===== src/rtl/safe_wrapper_launcher_pkg.sv =====
// Shared types and status codes for the safe-wrapper launch initiator.
package safe_wrapper_launcher_pkg;

  typedef enum logic [2:0] {
    IDLE,
    SETUP,
    RUN,
    DRAIN,
    RESP
  } state_t;

  localparam logic [1:0] ST_OK      = 2'b00;
  localparam logic [1:0] ST_TIMEOUT = 2'b01;
  localparam logic [1:0] ST_ABORT   = 2'b10;

  typedef struct packed {
    logic [2:0]  master_core;
    logic        safe_mode;
    logic [1:0]  safe_cfg;
    logic        critical;
    logic [31:0] boot_addr;
  } launch_cfg_t;

endpackage


===== src/rtl/safe_wrapper_launcher.sv =====
// Host-side launcher: drives wrapper config, pulses a start window, waits for
// end-of-routine / timeout / abort and returns a completion record.
module safe_wrapper_launcher
  import safe_wrapper_launcher_pkg::*;
#(
  parameter int unsigned CNT_W        = 24,
  parameter int unsigned SETUP_CYCLES = 2,
  parameter int unsigned BLANK_CYCLES = 2
) (
  input  logic             clk_i,
  input  logic             rst_ni,
  input  logic             cmd_valid_i,
  output logic             cmd_ready_o,
  input  logic [2:0]       cmd_master_core_i,
  input  logic             cmd_safe_mode_i,
  input  logic [1:0]       cmd_safe_cfg_i,
  input  logic             cmd_critical_i,
  input  logic [31:0]      cmd_boot_addr_i,
  input  logic [CNT_W-1:0] cmd_timeout_i,
  input  logic             abort_i,
  output logic [2:0]       master_core_o,
  output logic             safe_mode_o,
  output logic [1:0]       safe_configuration_o,
  output logic             critical_section_o,
  output logic [31:0]      boot_addr_o,
  output logic             start_o,
  input  logic             end_sw_routine_i,
  output logic             done_valid_o,
  input  logic             done_ready_i,
  output logic [1:0]       done_status_o,
  output logic [CNT_W-1:0] done_cycles_o
);

  localparam int unsigned SW = (SETUP_CYCLES > 1) ? $clog2(SETUP_CYCLES) : 1;

  state_t            state_q, state_d;
  launch_cfg_t       cfg_q, cfg_d;
  logic [CNT_W-1:0]  timeout_q, timeout_d;
  logic [CNT_W-1:0]  run_cnt_q, run_cnt_d;
  logic [CNT_W-1:0]  cnt_inc;
  logic [SW-1:0]     setup_cnt_q, setup_cnt_d;
  logic [1:0]        status_q, status_d;
  logic [CNT_W-1:0]  cycles_q, cycles_d;
  logic              start_q;
  logic              done_valid_q;

  assign cnt_inc = (run_cnt_q == '1) ? '1 : run_cnt_q + CNT_W'(1);

  always_comb begin
    state_d     = state_q;
    cfg_d       = cfg_q;
    timeout_d   = timeout_q;
    run_cnt_d   = run_cnt_q;
    setup_cnt_d = setup_cnt_q;
    status_d    = status_q;
    cycles_d    = cycles_q;

    unique case (state_q)
      IDLE: begin
        if (cmd_valid_i) begin
          cfg_d.master_core = cmd_master_core_i;
          cfg_d.safe_mode   = cmd_safe_mode_i;
          cfg_d.safe_cfg    = cmd_safe_cfg_i;
          cfg_d.critical    = cmd_critical_i;
          cfg_d.boot_addr   = cmd_boot_addr_i;
          timeout_d         = cmd_timeout_i;
          run_cnt_d         = '0;
          setup_cnt_d       = SW'(SETUP_CYCLES - 1);
          state_d           = SETUP;
        end
      end
      SETUP: begin
        if (abort_i) begin
          status_d = ST_ABORT;
          cycles_d = '0;
          state_d  = DRAIN;
        end else if (setup_cnt_q == '0) begin
          state_d = RUN;
        end else begin
          setup_cnt_d = setup_cnt_q - SW'(1);
        end
      end
      RUN: begin
        run_cnt_d = cnt_inc;
        // Exit priority: end-of-routine beats timeout beats abort.
        if (end_sw_routine_i && (run_cnt_q >= CNT_W'(BLANK_CYCLES))) begin
          status_d = ST_OK;
          cycles_d = cnt_inc;
          state_d  = DRAIN;
        end else if ((timeout_q != '0) && (cnt_inc == timeout_q)) begin
          status_d = ST_TIMEOUT;
          cycles_d = cnt_inc;
          state_d  = DRAIN;
        end else if (abort_i) begin
          status_d = ST_ABORT;
          cycles_d = cnt_inc;
          state_d  = DRAIN;
        end
      end
      DRAIN: state_d = RESP;
      RESP: begin
        if (done_ready_i) state_d = IDLE;
      end
      default: state_d = IDLE;
    endcase
  end

  always_ff @(posedge clk_i or negedge rst_ni) begin
    if (!rst_ni) begin
      state_q      <= IDLE;
      cfg_q        <= '0;
      timeout_q    <= '0;
      run_cnt_q    <= '0;
      setup_cnt_q  <= '0;
      status_q     <= ST_OK;
      cycles_q     <= '0;
      start_q      <= 1'b0;
      done_valid_q <= 1'b0;
    end else begin
      state_q      <= state_d;
      cfg_q        <= cfg_d;
      timeout_q    <= timeout_d;
      run_cnt_q    <= run_cnt_d;
      setup_cnt_q  <= setup_cnt_d;
      status_q     <= status_d;
      cycles_q     <= cycles_d;
      // Registered from next state so start/valid align exactly with RUN/RESP.
      start_q      <= (state_d == RUN);
      done_valid_q <= (state_d == RESP);
    end
  end

  assign cmd_ready_o          = (state_q == IDLE);
  assign master_core_o        = cfg_q.master_core;
  assign safe_mode_o          = cfg_q.safe_mode;
  assign safe_configuration_o = cfg_q.safe_cfg;
  assign critical_section_o   = cfg_q.critical;
  assign boot_addr_o          = cfg_q.boot_addr;
  assign start_o              = start_q;
  assign done_valid_o         = done_valid_q;
  assign done_status_o        = status_q;
  assign done_cycles_o        = cycles_q;

endmodule


===== config.mk =====
export PLATFORM = sky130hd
export DESIGN_NAME = safe_wrapper_launcher
export DESIGN_NICKNAME = d
export VERILOG_FILES = /design/src/rtl/safe_wrapper_launcher_pkg.sv /design/src/rtl/safe_wrapper_launcher.sv
export SDC_FILE = /design/constraint.sdc
export NUM_CORES = 1
export LEC_CHECK = 0
export BUFFER_PORTS_ARGS = -buffer_cell sky130_fd_sc_hd__buf_2
export CAP_MARGIN = 30
export CORE_MARGIN = 1.5
export CORE_UTILIZATION = 30
export DETAILED_ROUTE_END_ITERATION = 8
export GPL_ROUTABILITY_DRIVEN = 0
export GPL_TIMING_DRIVEN = 0
export PLACE_DENSITY = 0.56
export SKIP_CTS_REPAIR_TIMING = 1
export SLEW_MARGIN = 0
export SYNTH_ARGS = -nofsm -noshare
export SYNTH_HDL_FRONTEND = slang
export SYNTH_SLANG_ARGS = --single-unit

===== constraint.sdc =====
create_clock -name clk_i -period 3.2 [get_ports clk_i]
set_input_delay 0 -clock clk_i [delete_from_list [all_inputs] [get_ports clk_i]]
set_output_delay 0 -clock clk_i [all_outputs]
set_load 0.005 [all_outputs]

==> results of run 1 <==
==> cell usage in the layout (no fill, tap or decap), types with 6 or more instances in the layout <==
| cell | count |
|---|---|
| xnor2_1 | 12 |
| nor4_1 | 18 |
| xor2_1 | 7 |
| a311oi_1 | 9 |
| bufinv_16 | 7 |
| mux2_2 | 65 |
| o21ai_0 | 8 |
| buf_2 | 143 |
| nand2_1 | 22 |
| a31oi_1 | 6 |
| nor2_1 | 21 |
| inv_1 | 12 |
| a22o_1 | 13 |
| clkbuf_16 | 17 |
| buf_4 | 24 |
| clkbuf_1 | 22 |
| nor3_1 | 9 |
| dlygate4sd3_1 | 67 |
| dfrtp_1 | 115 |
| and4_1 | 6 |
| nand4_1 | 18 |
| a21o_1 | 12 |
| a21oi_1 | 41 |
| and3_1 | 8 |
| nand3_1 | 15 |
==> kinds of logic (layout without fill, tap and decap cells) <==
logic type                 after synthesis  count (layout)
xor gates and xnor gates                25              25
adders and majority gates                2               2
DFF                                    119             119
buffers and inverters                   56             312
muxes                                   66              66
AOI/OAI and AO/OA                      148             148
and+or+nand+nor                        158             158
==> power by group through the flow <==
stage          clock network, mW  logic [mW]  registers, mW
5_1_grt                     2.38        2.82           2.49
4_1_cts                     2.30        2.32           2.40
2_1_floorplan                  0        1.51           2.34
6_report                    2.26        2.60           2.43
3_5_place_dp                   0        2.31           2.42
3_3_place_gp                   0        2.28           2.41
==> per-stage QoR <==
step                      cell area (um^2)  utilization
after floorplan                       6320            -
after global placement                7340        0.359
after detailed placement              7390        0.362
after CTS                             8070        0.395
after global routing                  9080        0.445
final                                 9080        0.445
==> flip-flops by register name (all words and copies together) (netlist names) <==
name                  flops
done_cycles_o            24
state_q                   3
safe_configuration_o      2
critical_section_o        1
done_status_o             2
timeout_q                24
master_core_o             3
safe_mode_o               1
start_o                   1
boot_addr_o              32
run_cnt_q                24
setup_cnt_q               1
done_valid_o              1
==> how the worst max path moves through the flow <==
stage / start / end / slack [ps] / cells after the start
after floorplan: run_cnt_q[1]$_DFFE_PN0P_ / done_cycles_o[23]$_DFFE_PN0P_ / 7 / 12
after global placement: run_cnt_q[1]$_DFFE_PN0P_ / done_status_o[0]$_DFFE_PN0P_ / -820 / 12
after detailed placement: run_cnt_q[0]$_DFFE_PN0P_ / start_o$_DFF_PN0_ / -620 / 12
after CTS: run_cnt_q[0]$_DFFE_PN0P_ / start_o$_DFF_PN0_ / -630 / 12
after global routing: run_cnt_q[1]$_DFFE_PN0P_ / done_cycles_o[23]$_DFFE_PN0P_ / -380 / 14
final: run_cnt_q[1]$_DFFE_PN0P_ / done_cycles_o[23]$_DFFE_PN0P_ / -230 / 13
==> worst reg2reg max path, cell delays in order, from the launching register on <==
cell and delay, ps:
dfrtp_2 390, buf_4 130, buf_4 120, nand4_1 100, buf_4 180, nor2_2 220, xnor2_1 160, nor3_1 430
a31oi_1 240, a2111oi_4 440, and2_4 220, a41oi_4 190, buf_6 200, mux2_4 300
==> final cells by class <==
cell class / count / area [um^2] / area share
Buffer: 39 / 203 / 0.0223
Clock buffer: 20 / 437 / 0.0481
Clock inverter: 12 / 248 / 0.0273
Inverter: 12 / 45.0 / 0.00496
Multi-Input combinational cell: 399 / 3270 / 0.360
Sequential cell: 119 / 2980 / 0.328
Tap cell: 270 / 338 / 0.0372
Timing Repair Buffer: 229 / 1560 / 0.172
==> layer usage <==
layer | vias up | share of wire
met3 | 33 | 0.077
met2 | 234 | 0.46
li1 | 2706 | -
met4 | 0 | 0.019
met5 | - | 0
met1 | 2792 | 0.44
==> results.yml, run 1 <==
grt:
  grt_antenna_before_repair: 0
  globalRouteOverflowTotal: 0
  grtUsageMet1: 0.245
  grtUsageMet2: 0.267
  first_global_vias: 5318
  global_route.usage.total: 0.179
  pin_count_of_the_biggest_net_entering_global_routing: 71
  gr-usage-met3: 0.0599
  top_usage_layer: "met2"
  grt_first_pass_wirelength_um: 30100
logic_synthesis:
  syn-instance-count: 574
  top_flip_flop_cell_by_instance_count_after_synthesis: "dfrtp_1"
  synth_area_leader_cell: "dfrtp_1"
  synth_edf_count: 0
  synth_top_cell_area_share: 0.472
  synth_cell_count_leaders: "dfrtp_1, mux2_2, a21oi_1"
  async_reset_ff_frac: 1.00
  yosys_warnings: 0
  synth_fp_nets: 645
  area_share_of_xor_xnor_cells_in_the_synthesized_design: 0.0458
  post_synth_fa_ha_maj_area_fraction: 0.00397
  synth-seq-cells: 119
  synth_most_common_cell: "dfrtp_1"
  synth_area_leaders: "dfrtp_1, mux2_2, a21oi_1"
  syn_area_per_cell_um2: 11.0
  yosysSeqAreaShare: 0.472
  syn-cell-area_um2: 6300
  yosys.area_share.simple: 0.148
  synth_mux_area_frac: 0.118
  synth.distinct_cells: 71
  synth_top_family_by_area: "compound AO/OA/AOI/OAI gates"
  synth_compound_area_frac: 0.174
clock_tree:
  h-tree-depth: 4
  clkSlewWorstSetupHoldPaths_ps: 60
  clock_insertion_delay_worst_skew_ps: 420
  numCtsBuffers: 17
  tritoncts_num_sinks: 119
  clockBufferDepth: 2
  cts_tree: "done"
  root_buffer_master: "clkbuf_16"
run_status:
  status: "finished, violations left"
  failed_checks: "negative hold slack, negative setup slack"
timing:
  setup_viol: 27
  setup_slack_ps: -230
  fmax_ghz: 0.292
  max_slew_margin: 0.485
  finalCriticalPeriod_ps: 3430
  finalCritPeriodShare: 1.07
  timing.clock.skew_ps: 8.10
  tightestPinTransition_ps: 772
  tns_ps: -4230
  unrepaired_setup_endpoints_after_global_routing: "yes"
  hold_viol: 1
  maxSlewViolCount: 0
  worst_hold_slack_ps: -16.2
power_and_ir_drop:
  pwr-share-seq: 0.333
  power.share.switching: 0.337
  comb_power_share: 0.357
  design_power_total_mw: 7.29
  power-per-cell-area_nw_per_um2: 802
  power.static_leakage_nw: 4.04
  vdd.ir_drop.worst_uv: 505
  cellInternalPower_mw: 4.83
  net_switching_power_mw: 2.46
  clockPowerShare: 0.310
critical_path:
  crit_top_cell: "buf_4"
  reg2reg_depth: 13
  worst_path_dominant_cell_family: "simple AND/OR/NAND/NOR gates"
  rrSetupSlack_ps: -230
  worstPathBufferInverterCount: 4
  critPathCaptureType: "flip-flop"
  critical_path_required_ps: 3500
  critPathMaxStageDelay_ps: 440
  data_arrival_time_at_the_worst_slack_endpoint_ps: 3730
  critPathSlowestCell: "a2111oi_4"
  setup.worst_path.start_class: "flip-flop"
  timing.rr.start: "run_cnt_q[1]$_DFFE_PN0P_"
  crit_fanout: 5
  worst_path_cell_chain: "buf_4, buf_4, nand4_1, buf_4, nor2_2, xnor2_1, nor3_1, a31oi_1, a2111oi_4, and2_4, a41oi_4, buf_6, mux2_4"
  crit_type: "flip-flop to flip-flop"
  worst_r2r_endpoint: "done_cycles_o[23]$_DFFE_PN0P_"
floorplanning:
  top_level_ports: 137
  floorplan.initialDensity: 0.309
  die_h_um: 148
  die-area_um2: 21900
  core.rowCount: 52
  horiz_die_dim_um: 148
  core_area_um2: 20400
flow_run:
  cap_viol_max_count: 0
min_path:
  hp-start: "end_sw_routine_i"
  timing.hold.worst.class: "input pin to flip-flop"
  worst_hold_path.endpoint: "done_status_o[0]$_DFFE_PN0P_"
  hold_critical_path_depth: 4
routing:
  drtAntennaViolNets: 0
  drc_errors: 0
  via_per_inst: 5.24
  drt-pass1-iter-count: 6
  dr.first_iter.drc_count: 451
  detailroute.via_count: 5765
  post_drt_wl_per_cell_um: 18.4
  routed_wirelength_um: 20200
layout:
  antenna_cells_inserted: 0
  filler_cell_count: 1952
  net_count_final: 888
  final_cell_count_no_fill: 1100
  drive_above_1_share: 0.378
  areaGrowthSynthToFinish_pct: 44.0
placement:
  post-place-ws_ps: -615
  dpl.cell_count: 983
  detailed_place_hpwl_um: 13800
  io_buffers: 136
Power figures use the tool's default switching activity.
==> run 2, diff against run 1 <==
--- a/config.mk
+++ b/config.mk
@@ -5,6 +5,7 @@
 export SDC_FILE = /design/constraint.sdc
 export NUM_CORES = 1
 export LEC_CHECK = 0
+export ABC_AREA = 1
 export BUFFER_PORTS_ARGS = -buffer_cell sky130_fd_sc_hd__buf_2
 export CAP_MARGIN = 30
 export CORE_MARGIN = 1.5
@@ -13,7 +14,6 @@
 export GPL_ROUTABILITY_DRIVEN = 0
 export GPL_TIMING_DRIVEN = 0
 export PLACE_DENSITY = 0.56
-export SKIP_CTS_REPAIR_TIMING = 1
 export SLEW_MARGIN = 0
 export SYNTH_ARGS = -nofsm -noshare
 export SYNTH_HDL_FRONTEND = slang
==> run 2 against run 1 <==
Effect of this change:
- worst setup slack better by 560 ps
- non-clock buffer count down 34
- sequential power down 7%
- critical path type unchanged
- flip-flop and latch count unchanged
- via count up 4.4%
- die area down 5.3%
- total power down 13%
- global-route usage up 1.1 points
- utilization down 2.1 points
- first-iteration DRC count down 2.7%
- synthesized cell count up 37%
- the flow now finishes without violations
- largest cell class is now flip-flops and latches
==> results.yml, run 2 <==
run_status:
  status: "completed"
timing:
  tightestPinTransition_ps: 607
  setup_viol: 0
  finalCritPeriodShare: 0.896
  maxSlewViolCount: 0
  timing.clock.skew_ps: 6.50
  tns_ps: 0
  finalCriticalPeriod_ps: 2870
  hold_viol: 0
  fmax_ghz: 0.349
  max_slew_margin: 0.596
  unrepaired_setup_endpoints_after_global_routing: "no"
layout:
  final_core_utilization: 0.423
  layout.cells.most_common: "nand2_1"
  antenna_cells_inserted: 0
  areaGrowthSynthToFinish_pct: 38.1
  final_cell_count_no_fill: 1289
  final_cell_mix: "nand2_1, buf_2, dfrtp_1, inv_1, dlygate4sd3_1"
  net_count_final: 1082
  drive_above_1_share: 0.194
  largest_register_ff_count: 32
  filler_cell_count: 1998
logic_synthesis:
  synth_edf_count: 0
  syn-instance-count: 788
  syn-cell-area_um2: 5960
  synth.distinct_cells: 31
  synth_top_cell_area_share: 0.499
  synth_area_leaders: "dfrtp_1, nand2_1, o21ai_0"
  synth_most_common_cell: "nand2_1"
  synth_top_family_by_area: "simple AND/OR/NAND/NOR gates"
  synth_cell_count_leaders: "nand2_1, dfrtp_1, inv_1"
  synth_mux_area_frac: 0
  post_synth_fa_ha_maj_area_fraction: 0.00420
  synth_compound_area_frac: 0.0602
  synth-seq-cells: 119
  synth_fp_nets: 859
  synth_area_leader_cell: "dfrtp_1"
  async_reset_ff_frac: 1.00
  area_share_of_xor_xnor_cells_in_the_synthesized_design: 0.00587
  top_flip_flop_cell_by_instance_count_after_synthesis: "dfrtp_1"
  yosys_warnings: 0
  yosysSeqAreaShare: 0.499
  syn_area_per_cell_um2: 7.57
  yosys.area_share.simple: 0.360
clock_tree:
  h-tree-depth: 4
  clockBufferDepth: 2
  cts-resized-gates: 0
  root_buffer_master: "clkbuf_16"
  cts_tree: "done"
  clkSlewWorstSetupHoldPaths_ps: 60
  numCtsBuffers: 17
  tritoncts_num_sinks: 119
  clock_insertion_delay_worst_skew_ps: 420
critical_path:
  setup.worst_path.start_class: "flip-flop"
  worst_path_dominant_cell_family: "simple AND/OR/NAND/NOR gates"
  critPathCaptureType: "flip-flop"
  crit_type: "flip-flop to flip-flop"
  critical_path_required_ps: 3510
  crit_fanout: 10
  critPathMaxStageDelay_ps: 440
  data_arrival_time_at_the_worst_slack_endpoint_ps: 3180
  worstPathBufferInverterCount: 2
  worst_path_cell_chain: "ha_1, nand2_2, nor2_4, nand2_4, nor2_2, nand2_2, buf_6, nand2_1, nand2_1, nand2_1, nand2_1, nor2_1, nand2_1, nor2_4, nand2_4, nand3_4, nand2_4, buf_6, nand2_1, nand2_1"
  crit_top_cell: "nand2_1"
  critPathSlowestCell: "dfrtp_1"
grt:
  grt_antenna_before_repair: 0
  first_global_vias: 5786
  pin_count_of_the_biggest_net_entering_global_routing: 69
  globalRouteOverflowTotal: 0
  grt_first_pass_wirelength_um: 29900
  global_route.usage.total: 0.189
power_and_ir_drop:
  comb_power_share: 0.359
  power.static_leakage_nw: 4.26
  cellInternalPower_mw: 3.87
  net_switching_power_mw: 2.43
  pwr-share-seq: 0.357
  power.share.switching: 0.386
  clockPowerShare: 0.284
  design_power_total_mw: 6.30
  vdd.ir_drop.worst_uv: 406
  power-per-cell-area_nw_per_um2: 766
routing:
  post_drt_wl_per_cell_um: 14.4
  via_per_inst: 4.67
  drt-pass1-iter-count: 5
  routed_wirelength_um: 18600
  drc_errors: 0
  detailroute.via_count: 6019
  dr.first_iter.drc_count: 439
  drtAntennaViolNets: 0
floorplanning:
  core_area_um2: 19500
  die_h_um: 144
  horiz_die_dim_um: 144
  die-area_um2: 20700
  core.rowCount: 51
  top_level_ports: 137
  floorplan.initialDensity: 0.306
placement:
  dpl.cell_count: 1190
  io_buffers: 136
  detailed_place_hpwl_um: 13700
min_path:
  timing.hold.worst.class: "input pin to asynchronous set/reset pin"
flow_run:
  cap_viol_max_count: 0
-- run 2: changes by cell type in the layout (fill, tap and decap cells not counted), sizes merged, moves of 11 or more --
| cell | change |
|---|---|
| a21o | -12 |
| a21oi | -36 |
| a22o | -11 |
| buf | -30 |
| inv | +57 |
| mux2 | -66 |
| nand2 | +319 |
| nand3 | +31 |
| nand4 | +22 |
| nor2 | +28 |
| nor4 | -21 |
| o21ai | +46 |
| xnor2 | -12 |
-- run 2: logic make-up after synthesis --
kind of cell | count (synthesis)
buffers and inverters | 101
flip-flops | 119
AND/OR/NAND/NOR | 494
XOR/XNOR | 4
AO/OA/AOI/OAI | 68
adder cells (fa/ha/maj) | 2
-- run 2: power groups by stage --
stage / Combinational [mW] / Sequential, mW / Clock (mW)
after floorplan: 1.37 / 2.23 / 0
after global placement: 2.19 / 2.26 / 0
after detailed placement: 2.22 / 2.24 / 0
after CTS: 2.28 / 2.24 / 1.83
after global routing: 2.59 / 2.30 / 1.89
final: 2.26 / 2.25 / 1.79
-- run 2: path summary, 6_finish.rpt --
check,to,cells past startpoint,slack (ps),from
setup / recovery,done_cycles_o[6]$_DFFE_PN0P_,20,330,run_cnt_q[1]$_DFFE_PN0P_
hold / removal,run_cnt_q[18]$_DFFE_PN0P_,2,90,rst_ni
setup reg to reg,done_cycles_o[6]$_DFFE_PN0P_,20,330,run_cnt_q[1]$_DFFE_PN0P_
hold reg to reg,done_cycles_o[13]$_DFFE_PN0P_,2,460,done_cycles_o[13]$_DFFE_PN0P_
max in group asynchronous,boot_addr_o[27]$_DFFE_PN0P_,3,2400,rst_ni
min in group clk_i,safe_configuration_o[0]$_DFFE_PN0P_,4,90,cmd_valid_i
-- run 2: worst reg2reg max path: cells and delay by family (launching register included) --
family | cells | cell delay (ps)
AND/OR/NAND/NOR | 17 | 1740
flip-flops | 1 | 440
buffers and inverters | 2 | 350
adder cells (fa/ha/maj) | 1 | 230
-- run 2: layer usage --
metal	GRT usage	share of wire	up-vias
li1	-	-	2973
met1	0.261	0.46	2814
met2	0.286	0.45	206
met3	0.0483	0.068	26
met4	0.0666	0.020	0
met5	0	0	-
-- run 2: timing repair --
| action | CTS | global route |
|---|---|---|
| setup endpoints to repair | 0 | 0 |
| hold buffers | 67 | 0 |
| buffers inserted | 0 | 0 |
| hold endpoints to repair | 189 | 0 |
-- run 2: metrics by stage --
step	hold slack [ps]	area, um^2	setup slack [ps]
after CTS	94.2	8230	355
after global placement	195	6980	394
after global routing	121	8230	129
after detailed placement	-20.2	7010	372
final	93.2	8230	332
after floorplan	-296	5960	949
-- run 2: cell type report --
| type | count | area, um^2 | area share |
|---|---|---|---|
| tap | 265 | 332 | 0.0403 |
| multi-input combinational | 568 | 2560 | 0.312 |
| clock buffer | 21 | 450 | 0.0547 |
| timing repair buffer | 204 | 1390 | 0.168 |
| buffer | 30 | 154 | 0.0187 |
| inverter | 71 | 267 | 0.0324 |
| sequential | 119 | 2980 | 0.362 |
| clock inverter | 11 | 103 | 0.0125 |
==> run 3, diff against run 2 <==
--- a/config.mk
+++ b/config.mk
@@ -5,7 +5,7 @@
 export SDC_FILE = /design/constraint.sdc
 export NUM_CORES = 1
 export LEC_CHECK = 0
-export ABC_AREA = 1
+export ABC_AREA = 0
 export BUFFER_PORTS_ARGS = -buffer_cell sky130_fd_sc_hd__buf_2
 export CAP_MARGIN = 30
 export CORE_MARGIN = 1.5
==> constraint.sdc (replaced) <==
create_clock -name clk_i -period 3.2 [get_ports clk_i]
set_input_delay 0 -clock clk_i [delete_from_list [all_inputs] [get_ports clk_i]]
set_output_delay 0 -clock clk_i [all_outputs]
set_load 0.1 [all_outputs]
==> run 3 against run 2 <==
Effect of this change:
- critical endpoint is now done_cycles_o[23]$_DFFE_PN0P_
- register-to-register slack lost 460 ps
- sequential power grew 8%
- total power grew 45%
- sequential share of layout area shrank 4.0 points
- flip-flop and latch count is the same
- die area grew 5.6%
- count of clock-buffer cells in the layout grew 1
- the run now ends with negative setup slack left
- clock skew is essentially flat
- final cell count shrank 13%
==> results.yml, run 3 (synthesis results as in run 1) <==
routing:
  via_per_inst: 5.27
  drc_errors: 0
  drtAntennaViolNets: 0
  post_drt_wl_per_cell_um: 18.7
  dr.first_iter.drc_count: 477
  detailroute.via_count: 5874
  drt-pass1-iter-count: 5
  routed_wirelength_um: 20800
power_and_ir_drop:
  vdd.ir_drop.worst_uv: 1120
  power-per-cell-area_nw_per_um2: 985
  power.static_leakage_nw: 4.16
critical_path:
  critPathMaxStageDelay_ps: 560
  data_arrival_time_at_the_worst_slack_endpoint_ps: 3640
  critical_path_required_ps: 3510
  setup.worst_path.start_class: "flip-flop"
  rrSetupSlack_ps: -130
  critPathSlowestCell: "or4_4"
  reg2reg_depth: 11
  worst_r2r_endpoint: "done_cycles_o[23]$_DFFE_PN0P_"
  crit_fanout: 6
  worst_path_cell_chain: "ha_4, nand4_4, or4_4, or3_1, a221oi_2, o32ai_2, a211oi_2, and2_4, a41oi_4, buf_6, mux2_4"
  timing.rr.start: "run_cnt_q[0]$_DFFE_PN0P_"
  critPathCaptureType: "flip-flop"
  crit_type: "flip-flop to flip-flop"
grt:
  first_global_vias: 5875
  global_route.usage.total: 0.191
  grt_first_pass_wirelength_um: 32200
  pin_count_of_the_biggest_net_entering_global_routing: 93
  grt_antenna_before_repair: 0
  globalRouteOverflowTotal: 0
timing:
  hold_viol: 0
  finalCritPeriodShare: 1.04
  maxSlewViolCount: 0
  setup_viol: 24
  unrepaired_setup_endpoints_after_global_routing: "yes"
  finalCriticalPeriod_ps: 3330
  timing.clock.skew_ps: 6.37
  max_slew_margin: 0.480
  tightestPinTransition_ps: 781
  setup_slack_ps: -125
  fmax_ghz: 0.301
floorplanning:
  core.rowCount: 52
  horiz_die_dim_um: 148
  die_h_um: 148
  die-area_um2: 21900
  floorplan.initialDensity: 0.309
  core_area_um2: 20400
  top_level_ports: 137
clock_tree:
  root_buffer_master: "clkbuf_16"
  numCtsBuffers: 17
  clkSlewWorstSetupHoldPaths_ps: 60
  clock_insertion_delay_worst_skew_ps: 430
  cts_tree: "done"
  tritoncts_num_sinks: 119
  h-tree-depth: 4
  clockBufferDepth: 2
flow_run:
  cap_viol_max_count: 0
run_status:
  status: "finished, violations left"
  failed_checks: "negative setup slack"
layout:
  final_cell_count_no_fill: 1115
  final_cell_mix: "buf_2, dfrtp_1, dlygate4sd3_1, mux2_2, buf_4"
  antenna_cells_inserted: 0
  net_count_final: 904
  largest_register_ff_count: 32
  drive_above_1_share: 0.418
  layout.cells.most_common: "buf_2"
  areaGrowthSynthToFinish_pct: 47.5
min_path:
  timing.hold.worst.class: "input pin to asynchronous set/reset pin"
placement:
  dpl.cell_count: 983
  detailed_place_hpwl_um: 13700
  post-place-ws_ps: -773
  io_buffers: 136
run 3: changes by cell type in the layout (fill, tap and decap cells not counted), sizes merged, moves of 21 or more:
cell,change
nand3,-31
nand4,-22
mux2,+66
o21ai,-46
nand2,-319
buf,+51
nor2,-28
a21oi,+36
nor4,+21
inv,-59
run 3: layout make-up:
class                           count  area, um^2
Buffer                             35         205
Clock inverter                      9         125
Multi-Input combinational cell    399        3390
Sequential cell                   119        2990
Fill cell                        1956       11100
Inverter                           12        48.8
Tap cell                          270         338
Clock buffer                       22         464
Timing Repair Buffer              249        1740
run 3: how the worst max path moves through the flow:
stage	startpoint	endpoint	cells after the start	slack [ps]
after global routing	run_cnt_q[1]$_DFFE_PN0P_	done_cycles_o[23]$_DFFE_PN0P_	12	-220
after detailed placement	run_cnt_q[6]$_DFFE_PN0P_	done_cycles_o[5]$_DFFE_PN0P_	13	-770
after CTS	run_cnt_q[0]$_DFFE_PN0P_	done_cycles_o[23]$_DFFE_PN0P_	12	-150
final	run_cnt_q[0]$_DFFE_PN0P_	done_cycles_o[23]$_DFFE_PN0P_	11	-130
after floorplan	run_cnt_q[1]$_DFFE_PN0P_	done_cycles_o[23]$_DFFE_PN0P_	12	6
after global placement	run_cnt_q[1]$_DFFE_PN0P_	done_status_o[0]$_DFFE_PN0P_	12	-790
run 3: what timing repair did:
item / 4_1_cts / 5_1_grt
gates cloned: 1 / 1
setup buffers: 18 / 22
gates resized for setup: 43 / 47
pin swaps: 19 / 30
setup endpoints to repair: 28 / 54
hold buffers: 68 / 0
endpoints found under the hold margin: 192 / 0
run 3: where the power goes:
group          switching [mW]  internal [mW]
Combinational            3.44           1.35
Sequential              0.432           1.99
Clock                   0.690           1.25
run 3: critical path, delay by kind of cell (launching register included):
family | cells | cell delay [ps]
AOI/OAI and AO/OA | 4 | 940
DFF | 1 | 410
and+or+nand+nor | 4 | 1200
buffers and inverters | 1 | 210
adders and majority gates | 1 | 170
muxes | 1 | 290
run 3: through the flow:
step	hold WS, ps	instance area, um^2	utilization	setup TNS, ps	power, mW
finish	9.00	9300	0.455	-1600	9.16
global route	20.2	9300	0.455	-3910	9.56
floorplan	-296	6330	-	0	5.96
CTS	5.00	8970	0.439	-2250	9.01
global placement	208	7350	0.360	-18780	6.82
detailed placement	-114	7400	0.362	-18690	6.86
run 3: metal layers:
metal,global-route usage,part of all wire
met5,0,0
met3,0.0586,0.076
met1,0.248,0.44
met2,0.299,0.46
met4,0.0688,0.024
